==> src/rtl/iob_soc_versat_l2_arbiter_pkg.sv <==
// iob_soc_versat_l2_arbiter_pkg: shared FSM state encoding for the L2 front-end arbiter
package iob_soc_versat_l2_arbiter_pkg;
    typedef enum logic [1:0] {
        IDLE   = 2'd0,
        REQ    = 2'd1,
        WAIT_R = 2'd2,
        INVAL  = 2'd3
    } state_t;
endpackage

==> src/rtl/iob_soc_versat_l2_arbiter_rr_pick.sv <==
// iob_soc_versat_rr_pick: combinational round-robin pick, first request after last
module iob_soc_versat_rr_pick #(
    parameter int N  = 2,
    parameter int GW = $clog2(N)
) (
    input  logic [N-1:0]  req,
    input  logic [GW-1:0] last,
    output logic [GW-1:0] pick,
    output logic          any
);
    logic [GW-1:0] idx;
    // scan farthest-first so the nearest requester after last overwrites
    always_comb begin
        pick = '0;
        idx  = '0;
        any  = |req;
        for (int i = N; i >= 1; i--) begin
            idx = GW'((int'(last) + i) % N);
            if (req[idx]) pick = idx;
        end
    end
endmodule

==> src/rtl/iob_soc_versat_l2_arbiter.sv <==
// iob_soc_versat_l2_arbiter: round-robin sharing of the L2 IOb front-end
// between cache back-ends, one outstanding transaction, gated invalidation
module iob_soc_versat_l2_arbiter
    import iob_soc_versat_l2_arbiter_pkg::*;
#(
    parameter int N_MASTERS = 2,
    parameter int ADDR_W    = 22,
    parameter int DATA_W    = 32
) (
    input  logic                           clk_i,
    input  logic                           cke_i,
    input  logic                           arst_n_i,
    input  logic [N_MASTERS-1:0]           m_valid_i,
    input  logic [N_MASTERS*ADDR_W-1:0]    m_addr_i,
    input  logic [N_MASTERS*DATA_W-1:0]    m_wdata_i,
    input  logic [N_MASTERS*DATA_W/8-1:0]  m_wstrb_i,
    output logic [N_MASTERS-1:0]           m_ready_o,
    output logic [N_MASTERS-1:0]           m_rvalid_o,
    output logic [DATA_W-1:0]              m_rdata_o,
    output logic                           s_valid_o,
    output logic [ADDR_W-1:0]              s_addr_o,
    output logic [DATA_W-1:0]              s_wdata_o,
    output logic [DATA_W/8-1:0]            s_wstrb_o,
    input  logic                           s_ready_i,
    input  logic                           s_rvalid_i,
    input  logic [DATA_W-1:0]              s_rdata_i,
    input  logic                           inv_req_i,
    input  logic                           s_wtb_empty_i,
    output logic                           s_invalidate_o,
    output logic                           inv_busy_o,
    output logic [$clog2(N_MASTERS)-1:0]   grant_o
);
    localparam int GW = $clog2(N_MASTERS);
    localparam int SW = DATA_W / 8;

    state_t        state, state_n;
    logic [GW-1:0] grant, grant_n, last_grant, last_grant_n, pick;
    logic          pending, pending_n, any_req;
    logic [SW-1:0] wstrb_g;

    iob_soc_versat_rr_pick #(.N(N_MASTERS), .GW(GW)) u_pick (
        .req (m_valid_i),
        .last(last_grant),
        .pick(pick),
        .any (any_req)
    );

    assign wstrb_g    = m_wstrb_i[int'(grant)*SW +: SW];
    assign pending_n  = inv_req_i | (pending & ~s_invalidate_o);
    assign inv_busy_o = pending | (state == INVAL);
    assign grant_o    = grant;

    always_comb begin
        state_n        = state;
        grant_n        = grant;
        last_grant_n   = last_grant;
        s_valid_o      = 1'b0;
        s_addr_o       = '0;
        s_wdata_o      = '0;
        s_wstrb_o      = '0;
        m_ready_o      = '0;
        m_rvalid_o     = '0;
        m_rdata_o      = '0;
        s_invalidate_o = 1'b0;
        case (state)
            IDLE: begin
                // a same-cycle inv_req_i already beats a new grant
                if (pending | inv_req_i) state_n = INVAL;
                else if (any_req) begin
                    state_n      = REQ;
                    grant_n      = pick;
                    last_grant_n = pick;
                end
            end
            REQ: begin
                s_valid_o        = m_valid_i[grant];
                s_addr_o         = m_addr_i[int'(grant)*ADDR_W +: ADDR_W];
                s_wdata_o        = m_wdata_i[int'(grant)*DATA_W +: DATA_W];
                s_wstrb_o        = wstrb_g;
                m_ready_o[grant] = s_ready_i;
                if (s_ready_i) state_n = (|wstrb_g) ? IDLE : WAIT_R;
            end
            WAIT_R: begin
                if (s_rvalid_i) begin
                    m_rvalid_o[grant] = 1'b1;
                    m_rdata_o         = s_rdata_i;
                    state_n           = IDLE;
                end
            end
            INVAL: begin
                if (s_wtb_empty_i) begin
                    s_invalidate_o = 1'b1;
                    state_n        = IDLE;
                end
            end
            default: state_n = IDLE;
        endcase
    end

    always_ff @(posedge clk_i or negedge arst_n_i) begin
        if (!arst_n_i) begin
            state      <= IDLE;
            grant      <= '0;
            last_grant <= GW'(N_MASTERS - 1);
            pending    <= 1'b0;
        end else if (cke_i) begin
            state      <= state_n;
            grant      <= grant_n;
            last_grant <= last_grant_n;
            pending    <= pending_n;
        end
    end

    a_hold_valid: assert property (@(posedge clk_i) disable iff (!arst_n_i)
        (state == REQ) |-> m_valid_i[grant]);
endmodule
==> config.mk <==
export PLATFORM = sky130hd
export DESIGN_NAME = iob_soc_versat_l2_arbiter
export DESIGN_NICKNAME = d
export VERILOG_FILES = /design/src/rtl/iob_soc_versat_l2_arbiter_pkg.sv /design/src/rtl/iob_soc_versat_l2_arbiter_rr_pick.sv /design/src/rtl/iob_soc_versat_l2_arbiter.sv
export SDC_FILE = /design/constraint.sdc
export NUM_CORES = 1
export LEC_CHECK = 0
export BUFFER_PORTS_ARGS = -buffer_cell sky130_fd_sc_hd__buf_4
export CORE_AREA = 2 2 98 100
export DETAILED_ROUTE_END_ITERATION = 10
export DIE_AREA = 0 0 100 102
export GPL_TIMING_DRIVEN = 1
export MAX_ROUTING_LAYER = met4
export PLACE_DENSITY = 0.6
export SLEW_MARGIN = 20
export SYNTH_ARGS = -nofsm -noshare
export SYNTH_HDL_FRONTEND = slang
export SYNTH_HIERARCHICAL = 1
export SYNTH_SLANG_ARGS = --single-unit
==> constraint.sdc <==
create_clock -name clk_i -period 1.6 [get_ports clk_i]
set_clock_uncertainty 0.05 [all_clocks]
set_input_delay 0 -clock clk_i [delete_from_list [all_inputs] [get_ports clk_i]]
set_output_delay 0 -clock clk_i [all_outputs]
set_load 0.01 [all_outputs]
==> metrics.cfg, run 1 <==
[global_routing]
grt_max_degree=60
grt_usage_pct=13.0
grt_pass1_wl_mm=10.7
gr-total-overflow=0
antenna_found_initial=0
grt_pass1_vias=2240

[synth]
ys.flop_type=dfrtp_1
ys_ff_latch=5
ys_async_sr_fraction_pct=100
syn_inst=209
synth_edf_count=0
yosysUniqueCellTypes=30
yosysSeqAreaShare_pct=8.57
ys_warn_count=6
avgSynthCellArea_um2=7.05
syn_area_um2=1470
syn_nets=366

[sta]
post-route-period-util_pct=96.3
drv_slew=0
max_freq_mhz=649
max_slew_margin_pct=80.2
worst_pin_slew_ns=0.296
setup_tns_ns=0
rsz0062_at_grt=false
hold_viol_final=0
fin_hold_ws_ns=0.0111
fin_crit_ns=1.54
finalSetupViolCount=0

[run]
cap_violations=0

[clocking]
cts_max_path_buffers=2
clk_latency_ns=0.23
cts_setup_buffers=0
cts-buffers-inserted=3
cts_tree=yes
root_buffer=clkbuf_8
htree_levels=1
clock-sinks=5
clk_pin_slew_ns=0.04

[pwr]
pwr_density_cell_nw_per_um2=1130
leakagePower_uw=0.00193
ir_drop_uv=625

[drt]
ant_nets=0
dr.first_iter.drc_count=40
vias=2358
drt-pass1-iter-count=4
wl_per_cell_um=13.5
drcViolationCount=0
viasPerCell=4.15
drt_wl_total_mm=7.65

[die]
rows=35
coreArea_um2=9110
die-height_um=102
fp.dieW_um=100
start_util_pct=16.2
pin_count=255
die-area_um2=10200

[critical_path]
regToRegEndpoint=grant_o
rrSetupSlack_ns=0.14
reg2reg_from=pending
endpoint=s_addr_o[10]
crit_path_end_kind=output port
cp-start-kind=flop
slowest_delay_ns=0.54
cp_slowest_cell=dfrtp_4
crit_required_ns=1.55
crit_chain=buf_12 -> mux2i_2 -> nor2_1 -> buf_4
critPathArrivalTime_ns=1.49
worstSetupPathType=reg2out
r2r_cells=3
crit_path_start=grant_o
cp_max_fo=24

[layout]
synthToLayoutAreaGrowth_pct=145
final_cell_mix=buf_4 (254), nor2_1 (62), mux2i_1 (58)
diodes=0
drive_gt1_share_pct=58.9
final_common_cell=buf_4
finalNetCount=615
fillers=916

[placement]
port_buffers=254
gp_congestion=0.876
dp_hpwl_mm=6.38

[outcome]
status=finished, final reports clean

[worst_hold_path]
hp-class=in2reg

[cells by family (layout without fill, tap and decap cells)]
logic type	count (synthesis)	after routing	share of synthesized area (%)
and+or+nand+nor	113	113	37.4
AOI/OAI and AO/OA	10	10	5.18
muxes	61	61	41.6
DFF	5	5	8.57
buffers and inverters	20	268	7.22
[power by group]
part           internal [uW]  leakage, uW  switching, uW
registers                194    0.0000555            122
logic                   1870      0.00185           1670
clock network            168    0.0000255           70.8
total                   2230      0.00193           1860
[per-stage QoR]
stage	setup WS, ns	instance area, um2	utilization (%)	power, uW	std cells
final	0.0587	3600	39.6	4090	568
after global routing	0.000344	3600	39.6	4380	568
after CTS	0.0551	3560	39.1	4050	567
after detailed placement	0.153	3500	38.4	3790	561
after global placement	0.154	3500	38.4	3770	561
after floorplan	0.199	1470	-	2130	209
[cell usage after synthesis, types with 2 or more instances]
cell type,n,share of area [%]
mux2_1,2,1.5
nand2_1,4,1.0
buf_2,7,2.4
clkbuf_1,2,0.51
nor2_1,62,16
and3_1,2,0.85
nor3_1,3,1.0
a21boi_0,2,1.0
nand3_1,2,0.68
mux2i_1,59,40
dfrtp_1,4,6.8
buf_4,5,2.5
and2_1,33,14
clkbuf_2,3,1.0
inv_1,3,0.76
a22o_1,2,1.2
[final cells by class]
cell class | count | area [um2] | area share, %
Timing Repair Buffer | 261 | 2030 | 56.3
Multi-Input combinational cell | 184 | 1250 | 34.6
Tap cell | 111 | 139 | 3.85
Sequential cell | 5 | 130 | 3.61
Clock buffer | 3 | 41.3 | 1.15
Inverter | 3 | 11.3 | 0.312
Clock inverter | 1 | 5.00 | 0.139
[worst min-delay path by stage]
stage,slack [ns],cells after the start,end,from
floorplan,-0.35,0,grant_o,arst_n_i
CTS,0.001,2,pending,cke_i
global placement,-0.24,1,pending,arst_n_i
detailed placement,-0.24,1,pending,arst_n_i
finish,0.01,2,pending,cke_i
global route,0.006,2,pending,cke_i
[sequential cells by signal (all words and copies together), names as in the netlist]
| name | flops |
|---|---|
| state | 2 |
| last_grant | 1 |
| grant_o | 1 |
| pending | 1 |
[critical path: cells and delay by family, from the launching register on]
| family | cells | cell delay (ns) |
|---|---|---|
| multiplexers | 1 | 0.26 |
| flip-flops | 1 | 0.54 |
| AND/OR/NAND/NOR | 1 | 0.07 |
| buffers and inverters | 2 | 0.38 |
[repair_timing]
action,in CTS,in global routing
endpoints found under the hold margin,6,0
gates resized for setup,0,3
setup endpoints to repair,0,20
hold buffers,2,0
[routing by layer]
layer | vias to the layer above | global-route usage [%] | part of all wire, %
met5 | - | - | 0
met4 | 0 | 1.79 | 0.42
met3 | 4 | 2.19 | 6.5
met2 | 110 | 22.5 | 52
met1 | 1043 | 16.5 | 41
li1 | 1201 | - | -
No activity file was read; power rests on OpenSTA's default activity.
==> run 2: changes to the inputs <==
- PLACE_DENSITY: 0.6 -> unset
- PLACE_DENSITY_LB_ADDON: unset -> 0.2
==> run 2 against run 1 <==
Net effect:
- clock-buffer cell count increased by 1
- setup slack improved by 0.020 ns
- final cell count increased by 1.2%
- die area unchanged
- total power increased by 2.5%
- register-to-register slack about the same
- core utilization increased by 0.56 points
- fmax increased by 1.3%
- sequential share of layout area decreased by 0.051 points
- via count increased by 1.1%
- critical path depth increased by 1
- flip-flop and latch count unchanged
==> metrics.cfg, run 2 (synthesized netlist as in run 1, its figures left out) <==
[sta]
max_slew_margin_pct=77.8
hold_viol_final=0
max_freq_mhz=657
drv_slew=0
fin_hold_ws_ns=0.0282
post-route-period-util_pct=95.1
fin_crit_ns=1.52
setup_tns_ns=0
rsz0062_at_grt=false
finalSetupViolCount=0
worst_pin_slew_ns=0.332

[drt]
viasPerCell=4.15
ant_nets=0
drt-pass1-iter-count=4
drt_wl_total_mm=7.65
wl_per_cell_um=13.3
dr.first_iter.drc_count=30
vias=2385
drcViolationCount=0

[outcome]
status=finished, final reports clean

[clocking]
cts-buffers-inserted=3
cts_max_path_buffers=2
cts_tree=yes
clock-sinks=5
clk_latency_ns=0.22
root_buffer=clkbuf_8
clk_pin_slew_ns=0.03
htree_levels=1

[die]
fp.dieW_um=100
coreArea_um2=9110
start_util_pct=16.2
die-area_um2=10200
die-height_um=102
rows=35
pin_count=255

[layout]
final_util_pct=40.1
final_cell_mix=buf_4 (261), nor2_1 (61), mux2i_1 (59)
finalNetCount=622
largest_register_ffs=2
top_register=state
diodes=0
fillers=969
final_common_cell=buf_4
synthToLayoutAreaGrowth_pct=148
design_area_um2=3660
multi_input_area_um2=1250
drive_gt1_share_pct=59.3
seqCellArea_um2=130

[global_routing]
gr-total-overflow=0
grt_max_degree=34
grt_usage_pct=13.4
antenna_found_initial=0
grt_pass1_vias=2144
grt_pass1_wl_mm=10.7

[critical_path]
critPathArrivalTime_ns=1.57
worstSetupPathType=in2reg
cp_max_fo=4
crit_required_ns=1.65
crit_path_end_kind=flop
cp-start-kind=primary input

[pwr]
pwr_density_cell_nw_per_um2=1150
leakagePower_uw=0.00196
power_uw=4190
ir_drop_uv=514

[placement]
dp_hpwl_mm=6.48
port_buffers=254
dpl_cell_area_um2=3540
gp_congestion=0.914

[worst_hold_path]
hp-class=in2reg

[run]
cap_violations=0

[run 2: cell type report]
| type | instances | share of cell area (%) |
|---|---|---|
| tap | 111 | 3.80 |
| multi-input combinational | 184 | 34.2 |
| timing repair buffer | 268 | 56.9 |
| inverter | 3 | 0.308 |
| clock buffer | 4 | 1.23 |
| sequential | 5 | 3.56 |
[run 2: worst paths after layout]
path | startpoint | endpoint | slack [ns] | depth (start not counted)
setup / recovery | inv_req_i | grant_o | 0.08 | 5
hold / removal | cke_i | pending | 0.03 | 2
setup reg to reg | state[0] | grant_o | 0.14 | 3
hold reg to reg | pending | pending | 0.53 | 1
max in group asynchronous | arst_n_i | last_grant | 1.23 | 2
min in group asynchronous | arst_n_i | grant_o | 0.08 | 2
[run 2: worst max-delay path: stages]
cell           delay, ns
dlygate4sd3_1       0.54
buf_4               0.15
or3_4               0.40
nor3_4              0.15
mux2_1              0.33
[run 2: through the flow]
stage | setup WS (ns) | instances
floorplan | 0.199 | 209
global placement | 0.165 | 563
detailed placement | 0.147 | 563
CTS | 0.00620 | 569
global route | 0.00682 | 575
finish | 0.0789 | 575
[run 2: where the power goes]
part | internal (uW) | total, uW | switching, uW
logic | 1960 | 3640 | 1680
registers | 194 | 319 | 125
clock network | 171 | 230 | 59.6
total | 2320 | 4190 | 1870
[run 2: routing by layer]
metal | part of all wire [%] | vias to the layer above | track usage [%]
li1 | - | 1214 | -
met1 | 39 | 1058 | 16.9
met2 | 53 | 105 | 22.7
met3 | 6.6 | 8 | 2.53
met4 | 0.91 | 0 | 2.21
met5 | 0 | - | -
[run 2: timing repair]
item / CTS / global route
endpoints found under the setup margin: 0 / 79
hold buffers: 2 / 0
hold endpoints to repair: 6 / 0
resized for setup: 0 / 2
buffers inserted: 0 / 6
==> run 3: changes to the inputs <==
- BUFFER_PORTS_ARGS: -buffer_cell sky130_fd_sc_hd__buf_4 -> -buffer_cell sky130_fd_sc_hd__buf_2
==> run 3 against run 2 <==
Net effect:
- combinational power shrank 19%
- clock power is essentially flat
- register-to-register slack is essentially flat
- total power shrank 17%
- sequential share of layout area grew 0.88 points
- critical path type is now reg2out
- highest routed layer unchanged
==> metrics.cfg, run 3 (synthesized netlist as in run 1, its figures left out) <==
[clocking]
clk_pin_slew_ns=0.03
root_buffer=clkbuf_8
cts_tree=yes
clk_latency_ns=0.22
cts-buffers-inserted=3
htree_levels=1
clock-sinks=5
cts_max_path_buffers=2

[layout]
final_cells=568
fillers=1002
final_common_cell=buf_2
design_area_um2=2930
synthToLayoutAreaGrowth_pct=98.9
top_register=state
final_util_pct=32.2
largest_register_ffs=2
finalNetCount=614
drive_gt1_share_pct=58.6
final_cell_mix=buf_2 (254), nor2_1 (62), mux2i_1 (59)

[critical_path]
cp_slowest_cell=dfrtp_4
regToRegEndpoint=grant_o
critPathArrivalTime_ns=1.42
cp_max_fo=32
crit_required_ns=1.55
crit_chain=buf_12 -> mux2i_1 -> nor2_1 -> buf_2
rrSetupSlack_ns=0.14
reg2reg_from=pending
cp-start-kind=flop
crit_path_end_kind=output port
r2r_cells=3
worstSetupPathType=reg2out
slowest_delay_ns=0.49

[die]
coreArea_um2=9110
fp.dieW_um=100
start_util_pct=16.2
rows=35
pin_count=255
die-height_um=102
die-area_um2=10200

[sta]
rsz0062_at_grt=false
drv_slew=0
finalSetupViolCount=0
max_freq_mhz=681
max_slew_margin_pct=78.9
setup_tns_ns=0
hold_viol_final=0
post-route-period-util_pct=91.8
setup_ws_ns=0.131
worst_pin_slew_ns=0.307
fin_crit_ns=1.47

[global_routing]
grt_usage_pct=11.6
use_met3_pct=2.05
grt_max_degree=39
grt_pass1_wl_mm=9.41
grtUsageMet1_pct=14.9
antenna_found_initial=1
use_met2_pct=19.6
grt_pass1_vias=1985
gr-total-overflow=0
grt.busiest_layer=met2

[placement]
dp.cells=562
gp_congestion=0.911
dp_worst_setup_slack_ns=0.157
dpl_cell_area_um2=2870
dp_hpwl_mm=5.84
port_buffers=254

[worst_hold_path]
hp-start=inv_req_i
whs_endpoint=pending
worstHoldPathCells=2
hp-class=in2reg

[drt]
drt-pass1-iter-count=4
vias=2258
wl_per_cell_um=11.8
dr.first_iter.drc_count=40
drt_wl_total_mm=6.73
drcViolationCount=0
ant_nets=0
viasPerCell=3.98

[pwr]
ir_drop_uv=414
leakagePower_uw=0.00177
pwr_density_cell_nw_per_um2=1180

[run]
cap_violations=0

[outcome]
status=finished, final reports clean

-- run 3: cell types whose count changed in the layout (fill, tap and decap cells not counted) --
cell and delta:
buf_12 -2, buf_2 +254, buf_4 -260, buf_6 +1, diode_2 +1, dlygate4sd3_1 -1
nand2_2 +1, nand2_4 -1, nor2_1 +1, nor2_2 -1
-- run 3: cell type report --
type | instances | area [um2] | area share, %
Timing Repair Buffer | 260 | 1360 | 46.4
Multi-Input combinational cell | 184 | 1240 | 42.4
Tap cell | 111 | 139 | 4.74
Sequential cell | 5 | 130 | 4.44
Clock buffer | 4 | 45.0 | 1.54
Inverter | 3 | 11.3 | 0.384
Antenna cell | 1 | 2.50 | 0.0854
-- run 3: per-layer routing --
| metal | share of wire (%) | routed length (um) | vias to the layer above |
|---|---|---|---|
| met5 | 0 | 0 | - |
| met4 | 0.28 | 19 | 0 |
| met3 | 6.7 | 448 | 2 |
| met2 | 52 | 3470 | 103 |
| met1 | 41 | 2790 | 954 |
| li1 | - | - | 1199 |
-- run 3: stage by stage --
step,power [uW],hold slack (ns)
final,3470,0.0285
after global placement,3270,-0.227
after floorplan,2130,-0.346
after CTS,3520,0.0169
after global routing,3780,0.0373
after detailed placement,3270,-0.230
-- run 3: how the worst max path moves through the flow --
stage | from | depth (start not counted) | endpoint
global route | state[1] | 5 | m_rdata_o[31]
global placement | pending | 3 | grant_o
detailed placement | pending | 3 | grant_o
finish | grant_o | 4 | s_wdata_o[19]
CTS | state[1] | 5 | m_rdata_o[31]
floorplan | pending | 3 | grant_o
-- run 3: worst max-delay path, delay by kind of cell (launching register included) --
family / cells / cell delay, ns
mux: 1 / 0.22
flops: 1 / 0.49
buf+inv: 2 / 0.39
simple gates: 1 / 0.06
-- run 3: where the power goes --
part,internal (uW),leakage (uW),switching (uW),total [uW]
Combinational,1360,0.00169,1580,2940
Sequential,194,0.0000555,100,294
Clock,171,0.0000228,58.0,229
-- run 3: what timing repair did --
action / CTS / global route
hold endpoints to repair: 5 / 0
hold buffers: 1 / 0
buffers inserted: 0 / 0
setup endpoints to repair: 0 / 2
resized for setup: 0 / 1
